### config.mk
export PLATFORM = sky130hd
export DESIGN_NAME = nth_root_seq
export DESIGN_NICKNAME = d
export VERILOG_FILES = /design/src/rtl/arith_pkg.sv /design/src/rtl/root_pow_step.sv /design/src/rtl/nth_root_seq.sv
export SDC_FILE = /design/constraint.sdc
export NUM_CORES = 2
export LEC_CHECK = 0
export BUFFER_PORTS_ARGS = -buffer_cell sky130_fd_sc_hd__buf_2
export CAP_MARGIN = 20
export CORE_ASPECT_RATIO = 0.9
export CORE_MARGIN = 2
export CORE_UTILIZATION = 35
export DETAILED_ROUTE_END_ITERATION = 10
export HOLD_SLACK_MARGIN = 0.06
export PLACE_DENSITY = 0.46
export SLEW_MARGIN = 5
export SYNTH_ARGS = -nofsm -noshare
export SYNTH_HDL_FRONTEND = slang
export SYNTH_SLANG_ARGS = --single-unit
### constraint.sdc
create_clock -name clk -period 24.2 [get_ports clk]
set_clock_uncertainty 0.1 [all_clocks]
set_input_delay 4.84 -clock clk [delete_from_list [all_inputs] [get_ports clk]]
set_output_delay 4.84 -clock clk [all_outputs]
set_load 0.005 [all_outputs]
### src/rtl/arith_pkg.sv
// Shared arithmetic-datapath package: root-engine FSM states, a constant-width
// helper and the default fractional precision used by the root blocks.
package arith_pkg;

  typedef enum logic [2:0] {
    S_IDLE  = 3'd0,
    S_CHECK = 3'd1,
    S_TRIAL = 3'd2,
    S_MUL   = 3'd3,
    S_CMP   = 3'd4,
    S_DONE  = 3'd5
  } root_state_e;

  localparam int ROOT_FRAC_DEFAULT = 10;

  // Ceiling log2 for sizing counters from parameters (elaboration-time use).
  function automatic int clog2(input int value);
    int r;
    r = 0;
    for (int i = 0; i < 31; i++) begin
      if ((1 << i) < value) r = i + 1;
    end
    return r;
  endfunction

endpackage

### src/rtl/root_pow_step.sv
// Trial-power register for the n-th root engine: loads the guess g, or steps
// p <= p*g by one multiply per cycle, and flags when that product exceeds T.
module root_pow_step #(
  parameter int W_T = 80,
  parameter int W_G = 20
) (
  input  logic                 clk,
  input  logic                 rst_n,
  input  logic                 load,
  input  logic                 mul,
  input  logic [W_G-1:0]       g,
  input  logic [W_T-1:0]       t,
  output logic [W_T+W_G-1:0]   p,
  output logic                 mul_gt
);

  localparam int W_P = W_T + W_G;

  logic [W_P-1:0] p_q;
  logic [W_P-1:0] p_d;
  logic [W_P-1:0] prod;

  // Multiply and overflow compare. The engine only multiplies while p <= T, so
  // the low W_T bits hold the whole operand and the product fits in W_P bits.
  always_comb begin
    prod   = W_P'(p_q[W_T-1:0]) * W_P'(g);
    mul_gt = prod > W_P'(t);
  end

  // Next power: load the fresh guess, step the multiply, or hold.
  always_comb begin
    // NOTE: default assignment first so every path drives p_d and no latch is inferred.
    p_d = p_q;
    if (load)     p_d = W_P'(g);
    else if (mul) p_d = prod;
  end

  // Power register with synchronous active-low reset.
  always_ff @(posedge clk) begin
    // NOTE: non-blocking assignments for every flop so all registers update together.
    if (!rst_n) p_q <= '0;
    else        p_q <= p_d;
  end

  assign p = p_q;

endmodule

### src/rtl/nth_root_seq.sv
// Sequential fixed-point n-th root: out_root = floor(radicand^(1/n) * 2^FRAC).
// The root is built MSB-first; each trial raises the guess to the n-th power by
// repeated multiplication and compares it with T = radicand << (n*FRAC).
module nth_root_seq
  import arith_pkg::*;
#(
  parameter int W_IN  = 10,
  parameter int FRAC  = ROOT_FRAC_DEFAULT,
  parameter int W_N   = 3,
  parameter int N_MAX = 7
) (
  input  logic                 clk,
  input  logic                 rst_n,
  input  logic                 in_valid,
  output logic                 in_ready,
  input  logic [W_IN-1:0]      in_radicand,
  input  logic [W_N-1:0]       in_n,
  output logic                 out_valid,
  input  logic                 out_ready,
  output logic [W_IN+FRAC-1:0] out_root,
  output logic                 out_exact,
  output logic                 out_err
);

  localparam int W_OUT = W_IN + FRAC;
  localparam int W_T   = W_IN + N_MAX * FRAC;
  localparam int W_P   = W_T + W_OUT;
  localparam int W_K   = clog2(N_MAX + 1);

  root_state_e      state_q, state_d;
  logic [W_IN-1:0]  rad_q, rad_d;
  logic [W_N-1:0]   n_q, n_d;
  logic [W_T-1:0]   t_q, t_d;
  logic [W_OUT-1:0] res_q, res_d;
  logic [W_OUT-1:0] bit_q, bit_d;
  logic [W_K-1:0]   k_q, k_d;
  logic             exact_q, exact_d;
  logic             err_q, err_d;

  logic             accept;
  logic             n_bad;
  logic             k_last;
  logic [W_OUT-1:0] g;
  logic [W_P-1:0]   p;
  logic             mul_gt;
  logic             p_lt_t;
  logic             p_eq_t;

  // Decode helpers shared by the next-state and datapath logic.
  always_comb begin
    accept = in_valid && (state_q == S_IDLE);
    n_bad  = (n_q == '0) || (n_q > W_N'(N_MAX));
    k_last = (int'(k_q) + 1) == int'(n_q);
    g      = res_q | bit_q;
    p_lt_t = p < W_P'(t_q);
    p_eq_t = p == W_P'(t_q);
  end

  root_pow_step #(
    .W_T (W_T),
    .W_G (W_OUT)
  ) u_pow (
    .clk    (clk),
    .rst_n  (rst_n),
    .load   (state_q == S_TRIAL),
    .mul    (state_q == S_MUL),
    .g      (g),
    .t      (t_q),
    .p      (p),
    .mul_gt (mul_gt)
  );

  // State register.
  always_ff @(posedge clk) begin
    // NOTE: reset is synchronous to clk, so it is tested inside the clocked block.
    if (!rst_n) state_q <= S_IDLE;
    else        state_q <= state_d;
  end

  // Next-state logic.
  always_comb begin
    state_d = state_q;
    unique case (state_q)
      S_IDLE:  if (accept) state_d = S_CHECK;
      S_CHECK: state_d = (n_bad || rad_q == '0) ? S_DONE : S_TRIAL;
      S_TRIAL: state_d = (n_q == W_N'(1)) ? S_CMP : S_MUL;
      S_MUL:   if (mul_gt || k_last) state_d = S_CMP;
      S_CMP: begin
        if (p_eq_t || bit_q == W_OUT'(1)) state_d = S_DONE;
        else                              state_d = S_TRIAL;
      end
      S_DONE:  if (out_ready) state_d = S_IDLE;
      default: state_d = S_IDLE;
    endcase
  end

  // Handshake outputs decoded from state.
  always_comb begin
    in_ready  = (state_q == S_IDLE);
    out_valid = (state_q == S_DONE);
  end

  // Datapath updates: capture on accept, initialise in CHECK, refine in CMP.
  always_comb begin
    rad_d   = rad_q;
    n_d     = n_q;
    t_d     = t_q;
    res_d   = res_q;
    bit_d   = bit_q;
    k_d     = k_q;
    exact_d = exact_q;
    err_d   = err_q;
    unique case (state_q)
      S_IDLE: begin
        if (accept) begin
          rad_d = in_radicand;
          n_d   = in_n;
          t_d   = W_T'(in_radicand) << (int'(in_n) * FRAC);
        end
      end
      S_CHECK: begin
        res_d   = '0;
        err_d   = n_bad;
        exact_d = !n_bad && (rad_q == '0);
        bit_d   = {1'b1, {(W_OUT-1){1'b0}}};
      end
      S_TRIAL: k_d = W_K'(1);
      S_MUL:   k_d = k_q + W_K'(1);
      S_CMP: begin
        if (p_lt_t || p_eq_t) res_d = res_q | bit_q;
        if (p_eq_t)           exact_d = 1'b1;
        bit_d = bit_q >> 1;
      end
      default: ;
    endcase
  end

  // Datapath registers.
  always_ff @(posedge clk) begin
    if (!rst_n) begin
      rad_q   <= '0;
      n_q     <= '0;
      t_q     <= '0;
      res_q   <= '0;
      bit_q   <= '0;
      k_q     <= '0;
      exact_q <= 1'b0;
      err_q   <= 1'b0;
    end else begin
      rad_q   <= rad_d;
      n_q     <= n_d;
      t_q     <= t_d;
      res_q   <= res_d;
      bit_q   <= bit_d;
      k_q     <= k_d;
      exact_q <= exact_d;
      err_q   <= err_d;
    end
  end

  assign out_root  = res_q;
  assign out_exact = exact_q;
  assign out_err   = err_q;

endmodule

### Word level (Yosys, flattened, before mapping)

Cells that the tools add are included.
Widths: inputs -> output; s select.

* register bits after elaboration: 241
* output and inout port bits: 24
* logic and storage cells: 68

* add/subtract/negate cells: 2
* multipliers: 2
* magnitude comparators: 3
* equality and inequality tests: 14
* shift operators: 1
* multiplexer cells: 15
* bitwise operators: 2
* reductions and logical operators: 18

Operator list (number)
* $eq 100x80->1: 1
* $gt 100x80->1: 1
* $lt 100x80->1: 1
* $mul 80x20->100: 1
* $pmux 20 s2: 2
* $shl 10x7->80: 1
* $mux 20: 3
* $eq 20x1->1 const B: 1
* $or 20x20->20: 1
* $mux 3: 6
* $pmux 3 s6: 1
* $logic_not 10->1: 1
* $eq 3x1->1 const B: 2
* $eq 3x2->1 const B: 2
* $eq 3x3->1 const B: 2
* $logic_not 3->1: 2
* $mul 3x3->6 const B: 1
* $ne 2x2->1 const B: 3
* $pmux 3 s2: 1
* $reduce_and 2->1: 3
* $logic_or 1x1->1: 5
* $add 3x1->4 const B: 1
* $eq 4x3->1: 1
* $ne 2x1->1 const B: 2
* 10 further kinds: 12

### Longest topological paths before layout

* depth in word-level cells: 6
* mapped depth: 43
* mapped depth without buffers: 40

### Modules after synthesis

From an unflattened synthesis, not the netlist that was laid out.

* cells, all modules: 7516
* area, all modules: 63956.3 µm²

By module, submodules not included
* root_pow_step: instances 1, cells an instance 6506, area an instance 55502.0 µm²
* nth_root_seq: instances 1, cells an instance 1010, area an instance 8454.4 µm²

### Worst setup path before layout

OpenSTA, ideal clock, no wires.

* kind: flip-flop to flip-flop
* start: register bit_q[2]
* end: register state_q[2]
* setup time: 0.115 ns
* arrival: 9.746 ns
* setup slack: 14.239 ns
* cell stages (with the launch flop): 43
* path buffers: 3
* clock period less this slack: 9.961 ns
* path through: dfxtp_1 -> or2_2 -> clkbuf_1 -> clkbuf_1 -> and2_1 -> fa_1 -> inv_1 -> fa_1 -> inv_1 -> fa_1 -> fa_1 -> inv_1 -> fa_1 -> inv_1 -> fa_1 -> inv_1 -> fa_1 -> inv_1 -> [... 7 more ...] -> nor2_1 -> a211oi_1 -> o21ai_1 -> a21oi_1 -> xnor2_1 -> ha_1 -> a21o_1 -> a221o_1 -> a221oi_1 -> o21ai_0 -> nand2_1 -> o2111ai_1 -> a21oi_1 -> o221ai_1 -> a2111oi_2 -> and4bb_1 -> nand4_1 -> and2_1

* word-level cells in the longest chain between the ends: 6
* elaborated cells between the ends (all ways): 10
* those cells by class: mul (1); order compare (1); eq/ne (2); mux (2); bitwise (1); reduce/logical (3)

RTL lines
* start: declaration: line nth_root_seq.sv:35 `logic [W_OUT-1:0] bit_q, bit_d;`
* start signal: assignment: line nth_root_seq.sv:154 `bit_q <= bit_d;`
* $or 20x20->20: line nth_root_seq.sv:54 `g = res_q | bit_q;`
* $mul 80x20->100: line root_pow_step.sv:26 `prod = W_P'(p_q[W_T-1:0]) * W_P'(g);`
* net u_pow.prod[45]: line root_pow_step.sv:21 `logic [W_P-1:0] prod;`
* $gt 100x80->1: line root_pow_step.sv:27 `mul_gt = prod > W_P'(t);`
* $logic_or 1x1->1: line nth_root_seq.sv:87 `S_MUL: if (mul_gt || k_last) state_d = S_CMP;`
* $ne 2x2->1 (no source line)
* $reduce_and 3->1 (no source line)
* end signal: assignment: line nth_root_seq.sv:77 `else state_q <= state_d;`
* end: declaration: line nth_root_seq.sv:30 `root_state_e state_q, state_d;`

The timed path passes the listed nets, and every way through them passes these cells.
A chain may end at the register's enable or synchronous reset.

### Worst setup path in the final report

* start: register bit_q[6]
* end: register state_q[2]

Same word-level chain as after synthesis.

==> impl_results.md <==
- Status: complete, no violations
- Peak supply drop: 0.0570 mV
- Critical Path Slowest Stage Cell: or2_4
- Count of cell types in the netlist: 80
- Unrepaired setup endpoints after global routing: no
- # DRC: 0
- CP Class: flip-flop to flip-flop
- Logic pwr share: 0.416
- Reg-to-reg startpoint: bit_q[6]
- Clk sinks: 241
- Compound-cell area share of the yosys netlist: 0.0845
- Hold crit path type: flip-flop to flip-flop
- Synth Instances: 7,439
- Row cnt: 147
- R2r endpoint: state_q[2]
- Detail Placement HPWL: 167,000 um
- Final Power: 1.62 mW
- Worst-Margin Slew: approximately 1200 ps
- Area Growth Syn to Fin: 5.69%
- Max-slew headroom: 0.211
- Hold Vio Cnt, Final: 0
- Final core utilization: 0.373
- Tcrit/Tclk final: 0.543
- Post-CTS Setup Bufs: 0
- CTS tree: yes
- WP data arrival: between 10,000 and 15,000 ps
- Pint: 0.895 mW
- Hold slack: 354 ps
- Starting density of the core: 0.353
- CP max FO: 58
- Post-Synth XOR/XNOR Area: 0.0136
- Total core area: 0.179 mm2
- Grt total ovfl: 0
- Initial antenna violation count: 6
- Crit. End Element: flip-flop
- Worst hold start: t_q[1]
- Num CTS Buffers: 31
- Count of input and output buffers: 40
- Minimum clock period: 13,140 ps
- CP required: about 25,000 ps
- Final Max Tran Viols: 0
- CTS Root Cell: clkbuf_16
- Synth area leaders: fa_1, inv_1, dfxtp_1
- Detail Route Antenna Nets: 0
- Synth Area per Inst: 8.48 um2
- Die Ht: 407 um
- Crit path launch type: flip-flop
- Top cell type by total area after synthesis: fa_1
- Share of the synthesized area in the top cell type: 0.444
- Fillcell total: about 19,000
- Mux share of post-synthesis cell area: 0.00450
- Sequential-to-total area share from yosys stat: 0.0765
- Vias in the first global route: 53,200
- Synth Area in Adders: 0.519
- Final setup fails: 0
- Die area: about 0.18 mm2
- Syn Std Cell Area: 0.0631 mm2
- H-tree Lvls: 1
- Worst path bufs/invs: 7
- Detailed-route vias per instance: about 5
- Antenna Cells: 0
- Detailed-route wire length per cell: 21.6 um
- First-pass GRT wire length: between 300,000 and 400,000 um
- Ports: 41
- Routed vias: 49,200
- Delay-heaviest family, CP: simple AND/OR/NAND/NOR gates
- Largest net degree at the start of global routing: 78
- Worst hold path stage count: 2
- Proportion of layout cells with a drive suffix above 1: 0.0401
- Clock Latency Late Sink: 600 ps
- Dpl cell area: 0.0655 mm2
- Yosys warnings: 0
- Hold_buf cts: 0
- Post-route cell area: 0.0666 mm2
- Worst Hold Path EP: t_q[1]
- Post-Synth Simple-Gate Area: 0.185
- Post-Route WL: 206,000 um
- Clock tree buffer depth: 3
- First-iteration detailed-routing DRC count: 3,253
- Drt pass-1 iters: 5
- Most frequent cells in the layout: inv_1, fa_1, nand2_1
- Worst R2R Setup Slack: 11,060 ps
- Most frequent CP cell: fa_1
- Largest family of logic cells by synthesized area: adder cells
- Switching power: 0.730 mW
- Layout Nets: a little under 9,000
- Worst-path clk slew: 60 ps
- PD cells: 24.4 mW/mm2
- Most common cell after layout, fill and taps aside: inv_1
- Achievable Freq: 0.0761 GHz
- Leakage: between 30 and 40 nW
- Primary FF master, synth: dfxtp_1
- Synth Register Bits: 241
- Die W: 451 um
- Share of power burned in registers: 0.273
- Post-cts gate resize count: 0
- Setup_tns: 0 ps
- Max cap viols: 0
- Gr usage total: 0.231
- Sw Ratio: 0.449
- Gpl congestion: 0.920
- Reg2Reg Depth: 40
- Syn Nets: 9,230
- CP peak stage delay: 800 ps
- Clock power share: 0.310
- Asr flop ratio synth: 0
- Number of flops mapped to enable cells by yosys: 0
## routing by layer
metal | global-route usage | up-vias | part of all wire
li1 | - | 21900 | -
met4 | 0.0404 | 0 | 0.018
met2 | 0.382 | 1153 | 0.47
met5 | 0 | - | 0
met3 | 0.0202 | 201 | 0.046
met1 | 0.332 | 25900 | 0.47
## worst max path at each step
stage | start | endpoint | slack, ps | cells after the start
final | bit_q[6] | state_q[2] | 11060 | 40
after global routing | bit_q[6] | state_q[2] | 10630 | 40
after CTS | bit_q[6] | state_q[2] | 11230 | 40
after detailed placement | bit_q[6] | state_q[2] | 11310 | 40
after global placement | bit_q[6] | state_q[2] | 10140 | 39
after floorplan | bit_q[2] | state_q[2] | 14240 | 42
## layout make-up
cell class,instances,area [um2],share of cell area
Clock buffer,36,815,0.0122
Sequential cell,241,4820,0.0724
Timing Repair Buffer,171,1270,0.0191
Multi-Input combinational cell,5237,50900,0.764
Tap cell,2384,2980,0.0448
Inverter,1480,5560,0.0834
Clock inverter,22,264,0.00396
## worst register-to-register path: cells and delay by family (launching register included)
family          cells  cell delay [ps]
flops               1              400
xor+xnor            1              270
simple gates       16             4950
fa+ha+maj           9             4170
mux                 1              330
compound gates      6             1800
buf+inv             7             1020
## registers in the layout, summed over array words and instances, names as in the netlist
register / flops
t_q: 80
rad_q: 10
k_q: 3
u_pow.p: 100
n_q: 3
state_q: 3
out_exact: 1
out_err: 1
out_root: 20
bit_q: 20
## power groups by stage
stage / Clock [mW] / Combinational (mW) / Sequential, mW
after floorplan: 0 / 0.378 / 0.450
after global placement: 0 / 0.660 / 0.452
after detailed placement: 0 / 0.667 / 0.453
after CTS: 0.514 / 0.671 / 0.444
after global routing: 0.529 / 0.721 / 0.447
final: 0.504 / 0.676 / 0.444
## through the flow
step,worst slack (ps),instances
floorplan,14240,7439
finish,11060,9571
detailed placement,11310,9508
global route,10630,9571
CTS,11230,9566
global placement,10140,9502
## synthesized netlist by cell type (all sizes together) (20+ instances only)
| cell type | n |
|---|---|
| nand4 | 81 |
| xor2 | 35 |
| nand2b | 26 |
| nor3 | 45 |
| a21oi | 264 |
| a22oi | 137 |
| ha | 374 |
| inv | 1480 |
| or2 | 27 |
| and2 | 541 |
| nor4 | 20 |
| nor2 | 356 |
| nor2b | 41 |
| nand3 | 30 |
| xnor2 | 63 |
| fa | 1400 |
| a211oi | 30 |
| clkbuf | 466 |
| dfxtp | 241 |
| nand2 | 1282 |
| o21ai | 140 |
| a22o | 24 |
| o21a | 20 |
| a21o | 63 |
## cells by family (layout without fill, tap and decap cells)
group | count (synthesis) | after routing
AND/OR/NAND/NOR | 2519 | 2519
buffers and inverters | 1961 | 1709
adder cells (fa/ha/maj) | 1774 | 1774
AO/OA/AOI/OAI | 819 | 819
flip-flops | 241 | 241
XOR/XNOR | 98 | 98
multiplexers | 27 | 27
Power figures use the tool's default switching activity.
